<file path="config.mk">
export PLATFORM = sky130hd
export DESIGN_NAME = tdc_interval_meas_flat
export DESIGN_NICKNAME = d
export VERILOG_FILES = /design/src/rtl/tdc_interval_meas_if.sv /design/src/rtl/tdc_interval_meas.sv /design/src/flat_wrapper.sv
export SDC_FILE = /design/constraint.sdc
export NUM_CORES = 1
export LEC_CHECK = 0
export CAP_MARGIN = 10
export CORE_MARGIN = 3
export CORE_UTILIZATION = 40
export DETAILED_ROUTE_END_ITERATION = 6
export DONT_BUFFER_PORTS = 1
export PLACE_DENSITY = 0.62
export SLEW_MARGIN = 40
export SYNTH_ARGS = -nofsm -noshare
export SYNTH_HDL_FRONTEND = slang
export SYNTH_SLANG_ARGS = --single-unit
</file>
<file path="constraint.sdc">
create_clock -name clk -period 10.25 [get_ports clk]
set_input_delay 0.5125 -clock clk [delete_from_list [all_inputs] [get_ports clk]]
set_output_delay 0.5125 -clock clk [all_outputs]
set_load 0.02 [all_outputs]
</file>
<file path="src/rtl/tdc_interval_meas_if.sv">
// Result stream of the TDC interval measurement block: one interval per beat.
// A beat transfers on a rising clk edge where m_valid and m_ready are both high;
// m_valid never waits on m_ready, and m_data/m_ovf hold steady while m_valid & !m_ready.
interface tdc_interval_meas_if #(
    parameter int RES_W = 24
);
    logic             m_valid;
    logic             m_ready;
    logic             m_ovf;
    logic [RES_W-1:0] m_data;

    modport master (output m_valid, output m_data, output m_ovf, input m_ready);
    modport slave  (input m_valid, input m_data, input m_ovf, output m_ready);
endinterface

</file>
<file path="src/rtl/tdc_interval_meas.sv">
// TDC interval measurement: pairs start/stop hits, merges the free-running coarse
// count with the delayed fine codes and queues each interval in a small FWFT FIFO.
module tdc_interval_meas #(
    parameter int DEC_LAT      = 7,
    parameter int TAPS_PER_CLK = 40,
    parameter int COARSE_W     = 16,
    parameter int TIMEOUT      = 4095,
    parameter int RES_W        = 24,
    parameter int FIFO_DEPTH   = 4
) (
    input  logic                clk,
    input  logic                rst_n,
    input  logic                arm,
    input  logic                start_hit,
    input  logic                stop_hit,
    input  logic [5:0]          fine_start,
    input  logic [5:0]          fine_stop,
    tdc_interval_meas_if.master m,
    output logic                busy,
    output logic [7:0]          drop_cnt
);

    localparam int AW = $clog2(FIFO_DEPTH);

    typedef enum logic [2:0] {
        S_IDLE, S_ARMED, S_RUN, S_WAIT_FINE, S_CALC, S_PUSH
    } state_t;

    state_t              state;
    logic [COARSE_W-1:0] coarse, coarse_start, diff, elapsed;
    logic [DEC_LAT-1:0]  start_dly, stop_dly;
    logic [5:0]          fs_q, fp_q;
    logic                fs_got, fp_got, ovf;
    logic [RES_W-1:0]    result, calc;
    logic                start_tag, stop_tag;

    // Only hits that belong to the current measurement are tagged, so fine codes
    // of ignored hits travelling down the decoders are never captured.
    assign start_tag = (state == S_ARMED) && arm && start_hit;
    assign stop_tag  = (start_tag && stop_hit) || ((state == S_RUN) && stop_hit);
    assign elapsed   = coarse - coarse_start;
    assign busy      = (state != S_IDLE) && (state != S_ARMED);

    always_ff @(posedge clk or negedge rst_n) begin
        if (!rst_n) begin
            coarse    <= '0;
            start_dly <= '0;
            stop_dly  <= '0;
        end else begin
            coarse    <= coarse + 1'b1;
            start_dly <= {start_dly[DEC_LAT-2:0], start_tag};
            stop_dly  <= {stop_dly[DEC_LAT-2:0], stop_tag};
        end
    end

    always_comb begin
        calc = RES_W'(diff) * RES_W'(TAPS_PER_CLK) + RES_W'(fs_q) - RES_W'(fp_q);
        if ((diff == '0) && (fp_q > fs_q)) calc = '0;
    end

    always_ff @(posedge clk or negedge rst_n) begin
        if (!rst_n) begin
            state        <= S_IDLE;
            coarse_start <= '0;
            diff         <= '0;
            fs_q         <= '0;
            fp_q         <= '0;
            fs_got       <= 1'b0;
            fp_got       <= 1'b0;
            ovf          <= 1'b0;
            result       <= '0;
        end else begin
            if (start_dly[DEC_LAT-1]) begin
                fs_q   <= fine_start;
                fs_got <= 1'b1;
            end
            if (stop_dly[DEC_LAT-1]) begin
                fp_q   <= fine_stop;
                fp_got <= 1'b1;
            end
            case (state)
                S_IDLE: if (arm) state <= S_ARMED;
                S_ARMED: begin
                    if (!arm) begin
                        state <= S_IDLE;
                    end else if (start_hit) begin
                        coarse_start <= coarse;
                        ovf          <= 1'b0;
                        fs_got       <= 1'b0;
                        fp_got       <= 1'b0;
                        if (stop_hit) begin
                            diff  <= '0;
                            state <= S_WAIT_FINE;
                        end else begin
                            state <= S_RUN;
                        end
                    end
                end
                S_RUN: begin
                    if (stop_hit) begin
                        diff  <= elapsed;
                        state <= S_WAIT_FINE;
                    end else if (elapsed == COARSE_W'(TIMEOUT)) begin
                        diff  <= COARSE_W'(TIMEOUT);
                        ovf   <= 1'b1;
                        fp_q  <= '0;
                        state <= S_WAIT_FINE;
                    end
                end
                S_WAIT_FINE: if (fs_got && (fp_got || ovf)) state <= S_CALC;
                S_CALC: begin
                    result <= calc;
                    state  <= S_PUSH;
                end
                S_PUSH:  state <= arm ? S_ARMED : S_IDLE;
                default: state <= S_IDLE;
            endcase
        end
    end

    // FWFT FIFO; pointers carry an extra wrap bit to tell full from empty.
    logic [RES_W:0] mem [FIFO_DEPTH];
    logic [AW:0]    wr_ptr, rd_ptr;
    logic           empty, full, pop, push_req;

    assign empty    = (wr_ptr == rd_ptr);
    assign full     = (wr_ptr[AW] != rd_ptr[AW]) && (wr_ptr[AW-1:0] == rd_ptr[AW-1:0]);
    assign pop      = !empty && m.m_ready;
    assign push_req = (state == S_PUSH);
    assign m.m_valid = !empty;
    assign {m.m_ovf, m.m_data} = mem[rd_ptr[AW-1:0]];

    always_ff @(posedge clk or negedge rst_n) begin
        if (!rst_n) begin
            wr_ptr   <= '0;
            rd_ptr   <= '0;
            drop_cnt <= '0;
            for (int i = 0; i < FIFO_DEPTH; i++) mem[i] <= '0;
        end else begin
            if (pop) rd_ptr <= rd_ptr + 1'b1;
            if (push_req) begin
                if (!full || pop) begin
                    mem[wr_ptr[AW-1:0]] <= {ovf, result};
                    wr_ptr              <= wr_ptr + 1'b1;
                end else if (drop_cnt != 8'hFF) begin
                    drop_cnt <= drop_cnt + 1'b1;
                end
            end
        end
    end

endmodule

</file>
<file path="src/flat_wrapper.sv">
// flat-port wrapper written by rule: the top's interface ports become plain ports
module tdc_interval_meas_flat 
#(
    parameter int DEC_LAT      = 7,
    parameter int TAPS_PER_CLK = 40,
    parameter int COARSE_W     = 16,
    parameter int TIMEOUT      = 4095,
    parameter int RES_W        = 24,
    parameter int FIFO_DEPTH   = 4
)
  (clk, rst_n, arm, start_hit, stop_hit, fine_start, fine_stop, busy, drop_cnt, m_m_valid, m_m_data, m_m_ovf, m_m_ready);
  tdc_interval_meas_if #(.RES_W(RES_W)) m_i ();
  input  logic clk;
  input  logic rst_n;
  input  logic arm;
  input  logic start_hit;
  input  logic stop_hit;
  input  logic [5:0] fine_start;
  input  logic [5:0] fine_stop;
  output logic busy;
  output logic [7:0] drop_cnt;
  output wire logic [$bits(m_i.m_valid)-1:0] m_m_valid;
  output wire logic [$bits(m_i.m_data)-1:0] m_m_data;
  output wire logic [$bits(m_i.m_ovf)-1:0] m_m_ovf;
  input wire logic [$bits(m_i.m_ready)-1:0] m_m_ready;
  assign m_m_valid = m_i.m_valid;
  assign m_m_data = m_i.m_data;
  assign m_m_ovf = m_i.m_ovf;
  assign m_i.m_ready = m_m_ready;
  tdc_interval_meas #(.DEC_LAT(DEC_LAT), .TAPS_PER_CLK(TAPS_PER_CLK), .COARSE_W(COARSE_W), .TIMEOUT(TIMEOUT), .RES_W(RES_W), .FIFO_DEPTH(FIFO_DEPTH)) u_core (.clk(clk), .rst_n(rst_n), .arm(arm), .start_hit(start_hit), .stop_hit(stop_hit), .fine_start(fine_start), .fine_stop(fine_stop), .m(m_i), .busy(busy), .drop_cnt(drop_cnt));
endmodule
</file>
# Word-level counts from Yosys, hierarchy flattened
# Cells that the tools add are included.
[classes]
reduce_logical = 25
n_bitwise = 3
n_eq_ne = 20
n_mux = 39
n_addsub = 7
multipliers = 1
n_lt_le_gt_ge = 4
[ops]
columns = ["op", "count"]
rows = [
  ["$bwmux 100", 1],
  ["$mux 16", 5],
  ["$mux 25", 3],
  ["$bmux 25 s2", 1],
  ["$demux 25 s2", 1],
  ["$pmux 16 s2", 1],
  ["$mux 24", 1],
  ["$mux 6", 4],
  ["$sub 24x6->24", 1],
  ["$add 22x6->23", 1],
  ["$mul 16x3->19 const B", 1],
  ["$mux 3", 6],
  ["$pmux 3 s6", 1],
  ["$add 16x1->16 const B", 1],
  ["$eq 16x12->1 const B", 1],
  ["$logic_not 16->1", 1],
  ["$sub 16x16->16", 1],
  ["$mux 1", 14],
  ["$ne 2x2->1 const B", 6],
  ["$logic_and 1x1->1", 10],
  ["$reduce_and 5->1", 2],
  ["$add 8x1->8 const B", 1],
  ["$ne 8x8->1 const B", 1],
  ["$add 3x1->3 const B", 2],
  ["23 further kinds", 32],
]
[word_totals]
input_bits = 18
regBits = 218
wordCells = 118
output_inout_bits = 35

# Longest topological paths before layout
# Gate-level depths: netlist of the first run.
[logic_depth]
ltp_word = 6
depth_mapped = 15
mapped_depth_nobuf = 14

# Worst setup path before layout of the first run
# No wires, ideal clock.
[synth_timing]
kind = "reg-to-reg"
start = "register u_core.diff[1]"
end = "register u_core.result[20]"
setup_time_ns = 0.129
period_less_slack_ns = 3.702
arrival_time_ns = 3.573
slack_ns = 6.548
required_ns = 10.121
n_path_buf = 0
path_stages_with_launch = 14
path_cell_list = "dfrtp_1 > ha_1 > ha_1 > fa_1 > a21o_1 > a31o_1 > a221oi_4 > xnor2_1 > or4_4 > mux2i_1 > a31oi_2 > a211oi_2 > xnor2_1 > o21ai_1"
[synth_via]
elab_chain_len = 4
word_cells_on_any_way = 6
cone_classes = "add/sub: 2; mul: 1; mux: 1; reduce/logical: 2"
[synth_rtl]
columns = ["item", "line", "text"]
rows = [
  ["start: declaration", "tdc_interval_meas.sv:30", "logic [COARSE_W-1:0] coarse, coarse_start, diff, elapsed;"],
  ["start signal: assignment", "tdc_interval_meas.sv:101", "diff <= elapsed;"],
  ["start signal: assignment", "tdc_interval_meas.sv:104", "diff <= COARSE_W'(TIMEOUT);"],
  ["$mul 16x3->19", "tdc_interval_meas.sv:57", "calc = RES_W'(diff) * RES_W'(TAPS_PER_CLK) + RES_W'(fs_q) - RES_W'(fp_q);"],
  ["$add 22x6->23", "tdc_interval_meas.sv:57", ""],
  ["$sub 24x6->24", "tdc_interval_meas.sv:57", ""],
  ["$mux 24 *", "tdc_interval_meas.sv:58", "if ((diff == '0) && (fp_q > fs_q)) calc = '0;"],
  ["end signal: assignment", "tdc_interval_meas.sv:112", "result <= calc;"],
  ["end: declaration", "tdc_interval_meas.sv:34", "logic [RES_W-1:0] result, calc;"],
]
# Mark *: on every way between the ends. The rest lies on a longest branch, timed or not.
# A chain may end at the register's enable or synchronous reset.

# Final worst setup path of the first run
[layout_timing]
start = "register u_core.diff[1]"
end = "register u_core.result[23]"
# Same word-level chain as after synthesis.

==> impl_results.html, run 1 <==
<table>
<tr><th>Metric</th><th>Value</th></tr>
<tr><th colspan="2">Outcome</th></tr>
<tr><td>Status</td><td>completed</td></tr>
<tr><th colspan="2">Critical path</th></tr>
<tr><td>Cell chain of the critical path</td><td>ha_1 -&gt; ha_1 -&gt; fa_1 -&gt; xor2_2 -&gt; nand2_1 -&gt; nor4_1 -&gt; nand3_1 -&gt; nor4_4 -&gt; and4bb_2 -&gt; o21bai_1 -&gt; mux2i_1 -&gt; nand3_1 -&gt; o21ai_0</td></tr>
<tr><td>Cell depth of the worst setup path</td><td>13</td></tr>
<tr><td>Startpoint of the worst-slack reg-to-reg timing path</td><td>u_core.diff[1]</td></tr>
<tr><td>Worst Setup SP</td><td>u_core.diff[1]</td></tr>
<tr><td>R2r worst-path depth</td><td>13</td></tr>
<tr><td>Flop2flop setup slack</td><td>6120 ps</td></tr>
<tr><td>CP Data Required Time</td><td>10680 ps</td></tr>
<tr><td>Slowest cell on crit path</td><td>nor4_4</td></tr>
<tr><td>Critical path class</td><td>reg2reg</td></tr>
<tr><td>Reg-to-reg endpoint</td><td>u_core.result[23]</td></tr>
<tr><td>Category of the worst setup path capture point</td><td>register</td></tr>
<tr><td>Data arrival time of the critical path</td><td>4560 ps</td></tr>
<tr><td>Number of buffers and inverters on the critical path</td><td>0</td></tr>
<tr><td>Highest fanout seen on the critical path</td><td>6</td></tr>
<tr><td>Largest incremental delay on the critical path</td><td>~520 ps</td></tr>
<tr><td>Critical path startpoint category</td><td>register</td></tr>
<tr><td>Delay-heaviest family, CP</td><td>simple AND/OR/NAND/NOR gates</td></tr>
<tr><th colspan="2">Clock network</th></tr>
<tr><td>Clk Tree Root Cell</td><td>clkbuf_16</td></tr>
<tr><td>CTS tree</td><td>yes</td></tr>
<tr><td>Worst-skew pair later-pin latency</td><td>510 ps</td></tr>
<tr><td>Clock transition at the registers of the reported paths</td><td>60 ps</td></tr>
<tr><td>Number of buffers inserted during clock tree synthesis</td><td>24</td></tr>
<tr><td>Number of clock sinks</td><td>218</td></tr>
<tr><td>H-tree levels</td><td>1</td></tr>
<tr><td>Max clock buf depth</td><td>3</td></tr>
<tr><td>Post_cts resized</td><td>0</td></tr>
<tr><th colspan="2">Floorplanning</th></tr>
<tr><td>Number of placement rows</td><td>62</td></tr>
<tr><td>Die area</td><td>between 30000 and 40000 um^2</td></tr>
<tr><td>Placeable core region</td><td>28900 um^2</td></tr>
<tr><td>Overall die width</td><td>178 um</td></tr>
<tr><td>Num ports</td><td>53</td></tr>
<tr><td>Initial core utilization</td><td>41.0%</td></tr>
<tr><td>Vertical die dimension</td><td>178 um</td></tr>
<tr><th colspan="2">Layout</th></tr>
<tr><td>Net total in the final layout</td><td>roughly 1100</td></tr>
<tr><td>Antenna Cells</td><td>0</td></tr>
<tr><td>Highest-count cells in the layout ignoring fill and taps</td><td>217 x dfrtp_1, 106 x mux2_2, 78 x nand2_1</td></tr>
<tr><td>Most frequent standard cell in the layout excluding fill and tap cells</td><td>dfrtp_1</td></tr>
<tr><td>Fraction of final layout cells with drive strength greater than 1</td><td>~20%</td></tr>
<tr><td>Final core occ</td><td>45.6%</td></tr>
<tr><td>Layout Area Growth over Synthesis</td><td>11.4%</td></tr>
<tr><td>Combined flip-flop and latch cell area</td><td>5460 um^2</td></tr>
<tr><td>Multi-input logic area</td><td>6080 um^2</td></tr>
<tr><td>Filler cell count</td><td>2668</td></tr>
<tr><th colspan="2">Global routing</th></tr>
<tr><td>Global route hottest layer</td><td>met2</td></tr>
<tr><td>Overall routing resource usage</td><td>14.7%</td></tr>
<tr><td>Global Route met3 Usage</td><td>2.72%</td></tr>
<tr><td>Residual overflow from global routing</td><td>0</td></tr>
<tr><td>Largest net degree at the start of global routing</td><td>219</td></tr>
<tr><td>Initial antenna violation count</td><td>0</td></tr>
<tr><td>First-pass GRT wire length</td><td>between 30000 and 40000 um</td></tr>
<tr><td>Global routing met2 resource utilization</td><td>24.1%</td></tr>
<tr><td>Vias in the first global route</td><td>between 7000 and 8000</td></tr>
<tr><td>GR Util met1</td><td>20.3%</td></tr>
<tr><th colspan="2">Yosys</th></tr>
<tr><td>Register bit total from synthesis</td><td>~220</td></tr>
<tr><td>Count of unique library cells instantiated by Yosys</td><td>83</td></tr>
<tr><td>Synth warnings</td><td>0</td></tr>
<tr><td>Cell area after synthesis</td><td>about 12000 um^2</td></tr>
<tr><td>Syn avg cell area</td><td>11.6 um^2</td></tr>
<tr><td>Share of synthesized registers carrying an async set or reset</td><td>100%</td></tr>
<tr><td>Most instantiated flip-flop cell in the synthesis netlist</td><td>dfrtp_1</td></tr>
<tr><td>Post-Synthesis Cells</td><td>1023</td></tr>
<tr><td>Portion of the post-synthesis area used by sequential elements</td><td>a little under half</td></tr>
<tr><td>Post-synth EDFFs</td><td>0</td></tr>
<tr><td>Post-synth net total</td><td>1110</td></tr>
<tr><th colspan="2">Pwr</th></tr>
<tr><td>Leak pwr</td><td>6.22 nW</td></tr>
<tr><td>Portion of total power attributed to combinational logic</td><td>roughly 48%</td></tr>
<tr><td>Share of total power in the clock network</td><td>21.0%</td></tr>
<tr><td>Switching portion of total power</td><td>roughly two fifths</td></tr>
<tr><td>Reg power frac</td><td>31.1%</td></tr>
<tr><td>Power per cell area</td><td>about 330 nW/um^2</td></tr>
<tr><td>Max rail drop VDD</td><td>0.000163 V</td></tr>
<tr><td>Sw Pwr</td><td>1.69 mW</td></tr>
<tr><td>Internal Power</td><td>around 2.6 mW</td></tr>
<tr><th colspan="2">STA</th></tr>
<tr><td>Setup clock skew after layout</td><td>8.13 ps</td></tr>
<tr><td>Slew at the pin closest to its max-slew limit</td><td>721 ps</td></tr>
<tr><td>Slew headroom</td><td>between 50% and 60%</td></tr>
<tr><td>Number of max-slew violations in the final report</td><td>0</td></tr>
<tr><td>WHS</td><td>about 130 ps</td></tr>
<tr><td>Fin crit share</td><td>40.3%</td></tr>
<tr><td>Max Clk Rate</td><td>roughly 0.24 GHz</td></tr>
<tr><td>Total of endpoints with negative setup slack in the final report</td><td>0</td></tr>
<tr><td>Post-route minimum period</td><td>4130 ps</td></tr>
<tr><td>Setup TNS</td><td>0 ps</td></tr>
<tr><td>Count of final hold-check violations</td><td>0</td></tr>
<tr><td>RSZ-0062 raised after global routing</td><td>false</td></tr>
<tr><th colspan="2">Drt</th></tr>
<tr><td>Post-detailed-routing wire length</td><td>22500 um</td></tr>
<tr><td>Number of nets with antenna violations after detailed routing</td><td>0</td></tr>
<tr><td>Detailed Route Iter0 Violations</td><td>390</td></tr>
<tr><td>Length of the first detailed-routing pass in iterations</td><td>4</td></tr>
<tr><td>Detail-routed via count per cell</td><td>5.29</td></tr>
<tr><td>Average wire per standard cell</td><td>15.8 um</td></tr>
<tr><td>DRC violations left</td><td>0</td></tr>
<tr><td>Total via count after detailed routing</td><td>7542</td></tr>
<tr><th colspan="2">Hold path</th></tr>
<tr><td>Hold path depth</td><td>2</td></tr>
<tr><td>Endpoint with the worst hold slack</td><td>u_core.fs_q[2]</td></tr>
<tr><td>Min-Delay Path Class</td><td>in2reg</td></tr>
<tr><td>HP Start</td><td>fine_start[2]</td></tr>
<tr><th colspan="2">Placement</th></tr>
<tr><td>Gp weighted congestion</td><td>between 0.8 and 0.9</td></tr>
<tr><td>Total of buffers placed on input and output ports</td><td>0</td></tr>
<tr><td>Half-perimeter wire length of the detailed placement result</td><td>15600 um</td></tr>
<tr><th colspan="2">Run</th></tr>
<tr><td>Count of maximum capacitance violations</td><td>0</td></tr>
</table>
## worst max-delay path by stage
stage                                   end  slack [ps]
after floorplan           u_core.result[20]        6550
after global placement    u_core.result[16]        6270
after detailed placement  u_core.result[23]        6130
after CTS                 u_core.result[23]        6100
after global routing      u_core.result[16]        5760
final                     u_core.result[23]        6120
## cell usage after synthesis (7+ instances only)
library cell / instances / area share, %
a211o_1: 18 / 1.3
a21o_1: 11 / 0.70
a21oi_1: 27 / 1.1
and3_1: 15 / 0.79
clkbuf_1: 30 / 0.95
dfrtp_1: 218 / 46
ha_1: 65 / 6.9
inv_1: 49 / 1.6
mux2_2: 106 / 10
mux2i_1: 9 / 0.76
mux4_2: 25 / 4.8
nand2_1: 78 / 2.5
nand2b_1: 7 / 0.37
nand3_1: 23 / 0.97
nand4_1: 7 / 0.37
nor2_1: 45 / 1.4
nor2b_1: 7 / 0.37
nor3_1: 19 / 0.80
nor4_1: 9 / 0.48
o21a_1: 9 / 0.57
o21ai_0: 53 / 2.2
xnor2_1: 54 / 4.0
xor2_1: 21 / 1.6
## final cells by class
cell class | count | area share [%]
Clock inverter | 9 | 1.22
Timing Repair Buffer | 12 | 1.16
Tap cell | 384 | 3.64
Sequential cell | 218 | 41.4
Multi-Input combinational cell | 722 | 46.1
Inverter | 49 | 1.39
Clock buffer | 33 | 5.18
## sequential cells by signal, indices dropped and copies added (netlist names), 3 cells and up
| name | flops |
|---|---|
| u_core.rd_ptr | 3 |
| u_core.mem | 100 |
| u_core.result | 24 |
| u_core.drop_cnt | 8 |
| u_core.fp_q | 6 |
| u_core.stop_dly | 7 |
| u_core.state | 3 |
| u_core.coarse_start | 16 |
| u_core.start_dly | 7 |
| u_core.diff | 16 |
| u_core.coarse | 16 |
| u_core.fs_q | 6 |
| u_core.wr_ptr | 3 |
## cells by family (layout without fill, tap and decap cells)
| family | Yosys count | after routing | synth area share (%) |
|---|---|---|---|
| buffers and inverters | 83 | 103 | 2.70 |
| adders and majority gates | 69 | 69 | 7.54 |
| xor gates and xnor gates | 77 | 77 | 5.82 |
| muxes | 140 | 140 | 15.6 |
| AOI/OAI and AO/OA | 187 | 187 | 11.2 |
| and+or+nand+nor | 249 | 249 | 11.2 |
| DFF | 218 | 218 | 46.0 |
## layer usage
metal  wire [um]  part of all wire (%)
met4         400                   1.8
met3         870                   3.9
met2       10400                    46
met5           0                     0
met1       10800                    48
## stage by stage
| stage | power [mW] | cells | setup WS (ps) | area [um^2] |
|---|---|---|---|---|
| finish | 4.30 | 1427 | 6120 | 13200 |
| global route | 4.67 | 1427 | 5760 | 13200 |
| CTS | 4.34 | 1424 | 6100 | 13100 |
| detailed placement | 3.40 | 1381 | 6130 | 12300 |
| global placement | 3.36 | 1381 | 6270 | 12300 |
| floorplan | 2.99 | 1023 | 6550 | 11900 |
## power by group through the flow
stage                     Combinational, mW  Sequential, mW  Clock, mW
after floorplan                        1.76            1.23          0
after global placement                 2.02            1.35          0
after detailed placement               2.04            1.36          0
after CTS                              2.07            1.34      0.928
after global routing                   2.33            1.38      0.964
final                                  2.06            1.34      0.902
## repair_timing
| item | 4_1_cts | 5_1_grt |
|---|---|---|
| endpoints found under the hold margin | 218 | 2 |
| buffers inserted | 0 | 0 |
| hold buffers | 1 | 1 |
Note: power is estimated with default switching activity, not from simulation.
==> run 2: changes to the inputs <==
--- a/config.mk
+++ b/config.mk
@@ -10,7 +10,7 @@
 export CORE_UTILIZATION = 40
 export DETAILED_ROUTE_END_ITERATION = 6
 export DONT_BUFFER_PORTS = 1
-export PLACE_DENSITY = 0.62
+export PLACE_DENSITY = 0.64
 export SLEW_MARGIN = 40
 export SYNTH_ARGS = -nofsm -noshare
 export SYNTH_HDL_FRONTEND = slang
==> constraint.sdc (replaced) <==
create_clock -name clk -period 3.8 [get_ports clk]
set_input_delay 0.19 -clock clk [delete_from_list [all_inputs] [get_ports clk]]
set_output_delay 0.19 -clock clk [all_outputs]
set_load 0.02 [all_outputs]
==> run 2 against run 1 <==
  * The flow now finishes with violations (negative hold slack)
  * Wire length increased by 4.1%
  * Die area unchanged
  * Critical path depth decreased by 1
  * Largest power group unchanged
  * Highest routed layer unchanged
==> impl_results.html, run 2 (synthesis results as in run 1) <==
<table>
<tr><th>Metric</th><th>Value</th></tr>
<tr><th colspan="2">Outcome</th></tr>
<tr><td>Status</td><td>finished, violations left</td></tr>
<tr><td>Failing checks</td><td>negative hold slack</td></tr>
<tr><th colspan="2">Layout</th></tr>
<tr><td>Net total in the final layout</td><td>1165</td></tr>
<tr><td>Most frequent standard cell in the layout excluding fill and tap cells</td><td>dfrtp_1</td></tr>
<tr><td>Final core occ</td><td>47.1%</td></tr>
<tr><td>Highest-count cells in the layout ignoring fill and taps</td><td>217 x dfrtp_1, 106 x mux2_2, 78 x nand2_1</td></tr>
<tr><td>Multi-input logic area</td><td>6250 um^2</td></tr>
<tr><td>Final Instance Area</td><td>13600 um^2</td></tr>
<tr><td>Largest register FFs</td><td>100</td></tr>
<tr><td>Top Registers</td><td>u_core.mem (100), u_core.result (24)</td></tr>
<tr><td>Filler cell count</td><td>2657</td></tr>
<tr><td>Antenna Cells</td><td>0</td></tr>
<tr><td>Layout Area Growth over Synthesis</td><td>14.9%</td></tr>
<tr><td>Register name with the most flops</td><td>u_core.mem</td></tr>
<tr><td>Combined flip-flop and latch cell area</td><td>5460 um^2</td></tr>
<tr><td>Fraction of final layout cells with drive strength greater than 1</td><td>approximately a quarter</td></tr>
<tr><th colspan="2">Critical path</th></tr>
<tr><td>Crit-path most repeated cell</td><td>ha_1</td></tr>
<tr><td>Critical path startpoint category</td><td>register</td></tr>
<tr><td>Category of the worst setup path capture point</td><td>register</td></tr>
<tr><td>Critical path class</td><td>reg2reg</td></tr>
<tr><td>CP Data Required Time</td><td>4240 ps</td></tr>
<tr><td>Delay-heaviest family, CP</td><td>compound AO/OA/AOI/OAI gates</td></tr>
<tr><td>Cell chain of the critical path</td><td>ha_1 -&gt; ha_1 -&gt; a21o_1 -&gt; a21o_4 -&gt; a221oi_2 -&gt; mux2_2 -&gt; or4_4 -&gt; mux2i_4 -&gt; a31oi_4 -&gt; nor2_1 -&gt; nand3_1 -&gt; o21ai_0</td></tr>
<tr><td>Data arrival time of the critical path</td><td>4030 ps</td></tr>
<tr><td>Slowest cell on crit path</td><td>or4_4</td></tr>
<tr><td>Largest incremental delay on the critical path</td><td>520 ps</td></tr>
<tr><td>Flop2flop setup slack</td><td>200 ps</td></tr>
<tr><td>Startpoint of the worst-slack reg-to-reg timing path</td><td>u_core.diff[5]</td></tr>
<tr><td>Highest fanout seen on the critical path</td><td>5</td></tr>
<tr><td>R2r worst-path depth</td><td>12</td></tr>
<tr><td>Reg-to-reg endpoint</td><td>u_core.result[23]</td></tr>
<tr><td>Number of buffers and inverters on the critical path</td><td>0</td></tr>
<tr><th colspan="2">STA</th></tr>
<tr><td>Slew at the pin closest to its max-slew limit</td><td>between 800 and 900 ps</td></tr>
<tr><td>RSZ-0062 raised after global routing</td><td>false</td></tr>
<tr><td>Fin crit share</td><td>94.6%</td></tr>
<tr><td>Count of final hold-check violations</td><td>218</td></tr>
<tr><td>Max Clk Rate</td><td>0.278 GHz</td></tr>
<tr><td>Least setup slack across all paths after layout</td><td>about 200 ps</td></tr>
<tr><td>Number of max-slew violations in the final report</td><td>0</td></tr>
<tr><td>WHS</td><td>-636 ps</td></tr>
<tr><td>Slew headroom</td><td>44.6%</td></tr>
<tr><td>Post-route minimum period</td><td>between 3000 and 4000 ps</td></tr>
<tr><td>Total of endpoints with negative setup slack in the final report</td><td>0</td></tr>
<tr><td>Setup clock skew after layout</td><td>14.8 ps</td></tr>
<tr><td>Setup TNS</td><td>0 ps</td></tr>
<tr><th colspan="2">Placement</th></tr>
<tr><td>Cell area after placement</td><td>12500 um^2</td></tr>
<tr><td>Gp weighted congestion</td><td>0.806</td></tr>
<tr><td>Half-perimeter wire length of the detailed placement result</td><td>16200 um</td></tr>
<tr><td>Total of buffers placed on input and output ports</td><td>0</td></tr>
<tr><td>Placement-stage worst setup slack</td><td>30.4 ps</td></tr>
<tr><th colspan="2">Drt</th></tr>
<tr><td>Met2 wire len</td><td>11100 um</td></tr>
<tr><td>Number of nets with antenna violations after detailed routing</td><td>0</td></tr>
<tr><td>Average wire per standard cell</td><td>15.9 um</td></tr>
<tr><td>Wire length on met1</td><td>11100 um</td></tr>
<tr><td>Total via count after detailed routing</td><td>about 7700</td></tr>
<tr><td>Detail-routed via count per cell</td><td>5.25</td></tr>
<tr><td>Highest metal layer with signal wires</td><td>met4</td></tr>
<tr><td>Length of the first detailed-routing pass in iterations</td><td>4</td></tr>
<tr><td>Detailed Route Iter0 Violations</td><td>374</td></tr>
<tr><td>Routed length on met3</td><td>823 um</td></tr>
<tr><td>DRC violations left</td><td>0</td></tr>
<tr><td>Post-detailed-routing wire length</td><td>roughly 23000 um</td></tr>
<tr><th colspan="2">Global routing</th></tr>
<tr><td>Vias in the first global route</td><td>8172</td></tr>
<tr><td>Residual overflow from global routing</td><td>0</td></tr>
<tr><td>Overall routing resource usage</td><td>15.2%</td></tr>
<tr><td>Largest net degree at the start of global routing</td><td>219</td></tr>
<tr><td>Initial antenna violation count</td><td>0</td></tr>
<tr><td>First-pass GRT wire length</td><td>~40000 um</td></tr>
<tr><th colspan="2">Clock network</th></tr>
<tr><td>Number of buffers inserted during clock tree synthesis</td><td>24</td></tr>
<tr><td>Clock transition at the registers of the reported paths</td><td>60 ps</td></tr>
<tr><td>Number of clock sinks</td><td>218</td></tr>
<tr><td>Worst-skew pair later-pin latency</td><td>520 ps</td></tr>
<tr><td>H-tree levels</td><td>1</td></tr>
<tr><td>Post-cts hold buffer count</td><td>17</td></tr>
<tr><td>Clk Tree Root Cell</td><td>clkbuf_16</td></tr>
<tr><td>Max clock buf depth</td><td>3</td></tr>
<tr><td>CTS tree</td><td>yes</td></tr>
<tr><th colspan="2">Floorplanning</th></tr>
<tr><td>Vertical die dimension</td><td>178 um</td></tr>
<tr><td>Die area</td><td>31700 um^2</td></tr>
<tr><td>Overall die width</td><td>178 um</td></tr>
<tr><td>Initial core utilization</td><td>between 40% and 50%</td></tr>
<tr><td>Placeable core region</td><td>28900 um^2</td></tr>
<tr><td>Num ports</td><td>53</td></tr>
<tr><td>Number of placement rows</td><td>62</td></tr>
<tr><th colspan="2">Hold path</th></tr>
<tr><td>Min-Delay Path Class</td><td>in2async</td></tr>
<tr><th colspan="2">Pwr</th></tr>
<tr><td>Power per cell area</td><td>877 nW/um^2</td></tr>
<tr><td>Leak pwr</td><td>approximately 6.4 nW</td></tr>
<tr><td>Max rail drop VDD</td><td>around 0.00042 V</td></tr>
<tr><th colspan="2">Run</th></tr>
<tr><td>Count of maximum capacitance violations</td><td>0</td></tr>
</table>
## run 2: routing by layer
metal	GRT usage, %	vias to the layer above
met1	20.8	3825
met3	2.36	26
met5	0	-
met4	2.95	0
met2	25.9	93
li1	-	3803
## run 2: power breakdown
group          internal, mW  total [mW]  switching, mW
registers              2.97        3.50          0.521
logic                  2.95        6.29           3.34
clock network          1.24        2.15          0.908
## run 2: worst max-delay path by stage
stage	start	end	slack, ps	depth (start not counted)
floorplan	u_core.diff[1]	u_core.result[20]	100	13
global placement	u_core.diff[3]	u_core.result[20]	80	13
detailed placement	u_core.diff[3]	u_core.result[23]	30	13
CTS	u_core.diff[3]	u_core.result[23]	10	13
global route	u_core.diff[5]	u_core.result[20]	20	12
finish	u_core.diff[5]	u_core.result[23]	200	12
## run 2: cell type report
class                           instances  share of cell area [%]
Clock buffer                           33                    4.95
Clock inverter                          8                   0.404
Inverter                               49                    1.35
Multi-Input combinational cell        722                    45.9
Sequential cell                       218                    40.1
Tap cell                              384                    3.53
Timing Repair Buffer                   63                    3.79
## run 2: timing repair
action	in CTS	in global routing
hold endpoints to repair	242	218
pin swaps	0	8
endpoints found under the setup margin	1	12
gates resized for setup	1	28
setup buffers	0	4
cloned	0	0
## run 2: through the flow
stage          cells  power (mW)
3_3_place_gp    1415        9.32
4_1_cts         1473        11.7
5_1_grt         1477        13.0
6_report        1477        11.9
2_1_floorplan   1023        8.07
3_5_place_dp    1415        9.44
## run 2: worst register-to-register path: stages, from the launching register on
cell and delay [ps]:
dfrtp_1 420, ha_1 320, ha_1 380, a21o_1 280
a21o_4 230, a221oi_2 250, mux2_2 370, or4_4 520
mux2i_4 180, a31oi_4 140, nor2_1 120, nand3_1 110
o21ai_0 190
==> run 3: changes to the inputs <==
--- a/config.mk
+++ b/config.mk
@@ -7,10 +7,11 @@
 export LEC_CHECK = 0
 export CAP_MARGIN = 10
 export CORE_MARGIN = 3
-export CORE_UTILIZATION = 40
+export CORE_UTILIZATION = 38
 export DETAILED_ROUTE_END_ITERATION = 6
 export DONT_BUFFER_PORTS = 1
-export PLACE_DENSITY = 0.64
+export PLACE_DENSITY = 0.62
+export REMOVE_ABC_BUFFERS = 1
 export SLEW_MARGIN = 40
 export SYNTH_ARGS = -nofsm -noshare
 export SYNTH_HDL_FRONTEND = slang
==> run 3 against run 2 <==
  * The run still ends with negative hold slack left
  * Die area increased by 5.1%
  * Worst hold slack improved by 19 ps
  * Maximum frequency decreased by 0.37%
  * Critical endpoint is now u_core.result[20]
  * Largest power group unchanged
==> impl_results.html, run 3 (synthesis results as in run 1) <==
<table>
<tr><th>Metric</th><th>Value</th></tr>
<tr><th colspan="2">Layout</th></tr>
<tr><td>Top Registers</td><td>u_core.mem (100), u_core.result (24)</td></tr>
<tr><td>Net total in the final layout</td><td>between 1000 and 1500</td></tr>
<tr><td>Final Instance Area</td><td>around 14000 um^2</td></tr>
<tr><td>Antenna Cells</td><td>0</td></tr>
<tr><td>Highest-count cells in the layout ignoring fill and taps</td><td>217 x dfrtp_1, 106 x mux2_2, 78 x nand2_1</td></tr>
<tr><td>Register name with the most flops</td><td>u_core.mem</td></tr>
<tr><td>Largest register FFs</td><td>100</td></tr>
<tr><td>Filler cell count</td><td>between 2000 and 3000</td></tr>
<tr><td>Post-layout instance count excluding filler cells</td><td>1486</td></tr>
<tr><td>Most frequent standard cell in the layout excluding fill and tap cells</td><td>dfrtp_1</td></tr>
<tr><td>Layout Area Growth over Synthesis</td><td>16.6%</td></tr>
<tr><td>Fraction of final layout cells with drive strength greater than 1</td><td>25.5%</td></tr>
<tr><th colspan="2">Placement</th></tr>
<tr><td>Total of buffers placed on input and output ports</td><td>0</td></tr>
<tr><td>Cell area after placement</td><td>12500 um^2</td></tr>
<tr><td>Half-perimeter wire length of the detailed placement result</td><td>16000 um</td></tr>
<tr><td>Gp weighted congestion</td><td>0.763</td></tr>
<tr><td>Cell Count Post-Placement</td><td>around 1400</td></tr>
<tr><td>Placement-stage worst setup slack</td><td>11.9 ps</td></tr>
<tr><th colspan="2">Pwr</th></tr>
<tr><td>Overall power of the completed layout</td><td>approximately 12 mW</td></tr>
<tr><td>Max rail drop VDD</td><td>0.000326 V</td></tr>
<tr><td>Power per cell area</td><td>902 nW/um^2</td></tr>
<tr><td>Leak pwr</td><td>6.49 nW</td></tr>
<tr><th colspan="2">Clock network</th></tr>
<tr><td>Number of buffers inserted during clock tree synthesis</td><td>23</td></tr>
<tr><td>Worst-skew pair later-pin latency</td><td>500 ps</td></tr>
<tr><td>Clock transition at the registers of the reported paths</td><td>60 ps</td></tr>
<tr><td>Number of clock sinks</td><td>218</td></tr>
<tr><td>Post-cts hold buffer count</td><td>17</td></tr>
<tr><td>Max clock buf depth</td><td>3</td></tr>
<tr><td>CTS tree</td><td>yes</td></tr>
<tr><td>H-tree levels</td><td>1</td></tr>
<tr><td>Clk Tree Root Cell</td><td>clkbuf_16</td></tr>
<tr><th colspan="2">STA</th></tr>
<tr><td>Max Clk Rate</td><td>between 0.2 and 0.3 GHz</td></tr>
<tr><td>RSZ-0062 raised after global routing</td><td>true</td></tr>
<tr><td>Least setup slack across all paths after layout</td><td>190 ps</td></tr>
<tr><td>Number of max-slew violations in the final report</td><td>0</td></tr>
<tr><td>WHS</td><td>-617 ps</td></tr>
<tr><td>Count of final hold-check violations</td><td>approximately 220</td></tr>
<tr><td>Fin crit share</td><td>between 90% and 100%</td></tr>
<tr><td>Setup TNS</td><td>0 ps</td></tr>
<tr><td>Setup clock skew after layout</td><td>roughly 8.3 ps</td></tr>
<tr><td>Slew headroom</td><td>42.2%</td></tr>
<tr><td>Post-route minimum period</td><td>3610 ps</td></tr>
<tr><td>Total of endpoints with negative setup slack in the final report</td><td>0</td></tr>
<tr><td>Slew at the pin closest to its max-slew limit</td><td>859 ps</td></tr>
<tr><th colspan="2">Global routing</th></tr>
<tr><td>Initial antenna violation count</td><td>0</td></tr>
<tr><td>Largest net degree at the start of global routing</td><td>219</td></tr>
<tr><td>Residual overflow from global routing</td><td>0</td></tr>
<tr><td>Overall routing resource usage</td><td>14.1%</td></tr>
<tr><td>Vias in the first global route</td><td>7837</td></tr>
<tr><td>First-pass GRT wire length</td><td>between 30000 and 40000 um</td></tr>
<tr><th colspan="2">Critical path</th></tr>
<tr><td>Critical path class</td><td>reg2reg</td></tr>
<tr><td>Cell chain of the critical path</td><td>ha_1 -&gt; ha_2 -&gt; a21o_1 -&gt; a21o_2 -&gt; a221oi_2 -&gt; mux2_2 -&gt; or4_4 -&gt; mux2i_4 -&gt; a31oi_4 -&gt; a211oi_2 -&gt; xnor2_1 -&gt; o21ai_1</td></tr>
<tr><td>Slowest cell on crit path</td><td>or4_4</td></tr>
<tr><td>Largest incremental delay on the critical path</td><td>roughly 500 ps</td></tr>
<tr><td>Critical path startpoint category</td><td>register</td></tr>
<tr><td>Flop2flop setup slack</td><td>about 190 ps</td></tr>
<tr><td>Data arrival time of the critical path</td><td>3990 ps</td></tr>
<tr><td>Highest fanout seen on the critical path</td><td>5</td></tr>
<tr><td>Category of the worst setup path capture point</td><td>register</td></tr>
<tr><td>CP Data Required Time</td><td>between 4000 and 5000 ps</td></tr>
<tr><th colspan="2">Floorplanning</th></tr>
<tr><td>Num ports</td><td>between 50 and 60</td></tr>
<tr><td>Initial core utilization</td><td>38.6%</td></tr>
<tr><td>Overall die width</td><td>~180 um</td></tr>
<tr><td>Number of placement rows</td><td>64</td></tr>
<tr><td>Vertical die dimension</td><td>183 um</td></tr>
<tr><td>Die area</td><td>between 30000 and 40000 um^2</td></tr>
<tr><td>Placeable core region</td><td>30700 um^2</td></tr>
<tr><th colspan="2">Drt</th></tr>
<tr><td>Length of the first detailed-routing pass in iterations</td><td>4</td></tr>
<tr><td>Detail-routed via count per cell</td><td>5.24</td></tr>
<tr><td>Average wire per standard cell</td><td>15.9 um</td></tr>
<tr><td>Detailed Route Iter0 Violations</td><td>around 320</td></tr>
<tr><td>Number of nets with antenna violations after detailed routing</td><td>0</td></tr>
<tr><td>DRC violations left</td><td>0</td></tr>
<tr><td>Total via count after detailed routing</td><td>7794</td></tr>
<tr><td>Post-detailed-routing wire length</td><td>23600 um</td></tr>
<tr><th colspan="2">Outcome</th></tr>
<tr><td>Status</td><td>finished, violations left</td></tr>
<tr><td>Failing checks</td><td>negative hold slack</td></tr>
<tr><th colspan="2">Hold path</th></tr>
<tr><td>Min-Delay Path Class</td><td>in2async</td></tr>
<tr><th colspan="2">Run</th></tr>
<tr><td>Count of maximum capacitance violations</td><td>0</td></tr>
</table>
## run 3: timing repair
action                                  in CTS  in global routing
endpoints found under the hold margin      242                218
endpoints found under the setup margin       0                 26
resized for setup                            0                 40
buffers inserted                             0                  5
## run 3: final cells by class
type	count	area (um^2)	area share, %
clock buffers	29	658	4.76
clock inverters	12	220	1.59
well taps	396	495	3.59
inverters	49	184	1.33
repair buffers	60	518	3.75
multi-input cells	722	6290	45.5
flip-flops and latches	218	5460	39.5
## run 3: worst paths after layout
check,endpoint,from,depth (start not counted)
worst max-delay path,u_core.result[20],u_core.diff[5],12
worst min-delay path,u_core.mem[79],rst_n,0
worst max register to register,u_core.result[20],u_core.diff[5],12
worst min register to register,u_core.stop_dly[6],u_core.stop_dly[5],0
max in group asynchronous,u_core.rd_ptr[0],rst_n,0
min in group clk,u_core.ovf,start_hit,2
## run 3: through the flow
step	hold slack [ps]	util (%)
3_5_place_dp	-100	40.8
2_1_floorplan	-106	-
3_3_place_gp	-99.6	40.8
5_1_grt	-640	45.1
6_report	-617	45.1
4_1_cts	-640	44.3
## run 3: where the power goes
part / switching [mW] / leakage, nW / internal, mW
Clock: 0.922 / 0.431 / 1.63
Combinational: 3.39 / 3.15 / 3.00
Sequential: 0.538 / 2.91 / 2.97
## run 3: critical path, delay by kind of cell (launching register included)
family	cells	cell delay (ps)
AND/OR/NAND/NOR	1	510
AO/OA/AOI/OAI	6	1210
adder cells (fa/ha/maj)	2	650
multiplexers	2	560
flip-flops	1	420
XOR/XNOR	1	140
## run 3: layer usage
layer | GRT usage, % | up-vias | part of all wire [%]
met5 | 0 | - | 0
met4 | 3.90 | 0 | 2.4
li1 | - | 3809 | -
met1 | 18.6 | 3874 | 46
met2 | 24.4 | 71 | 49
met3 | 1.93 | 40 | 2.7
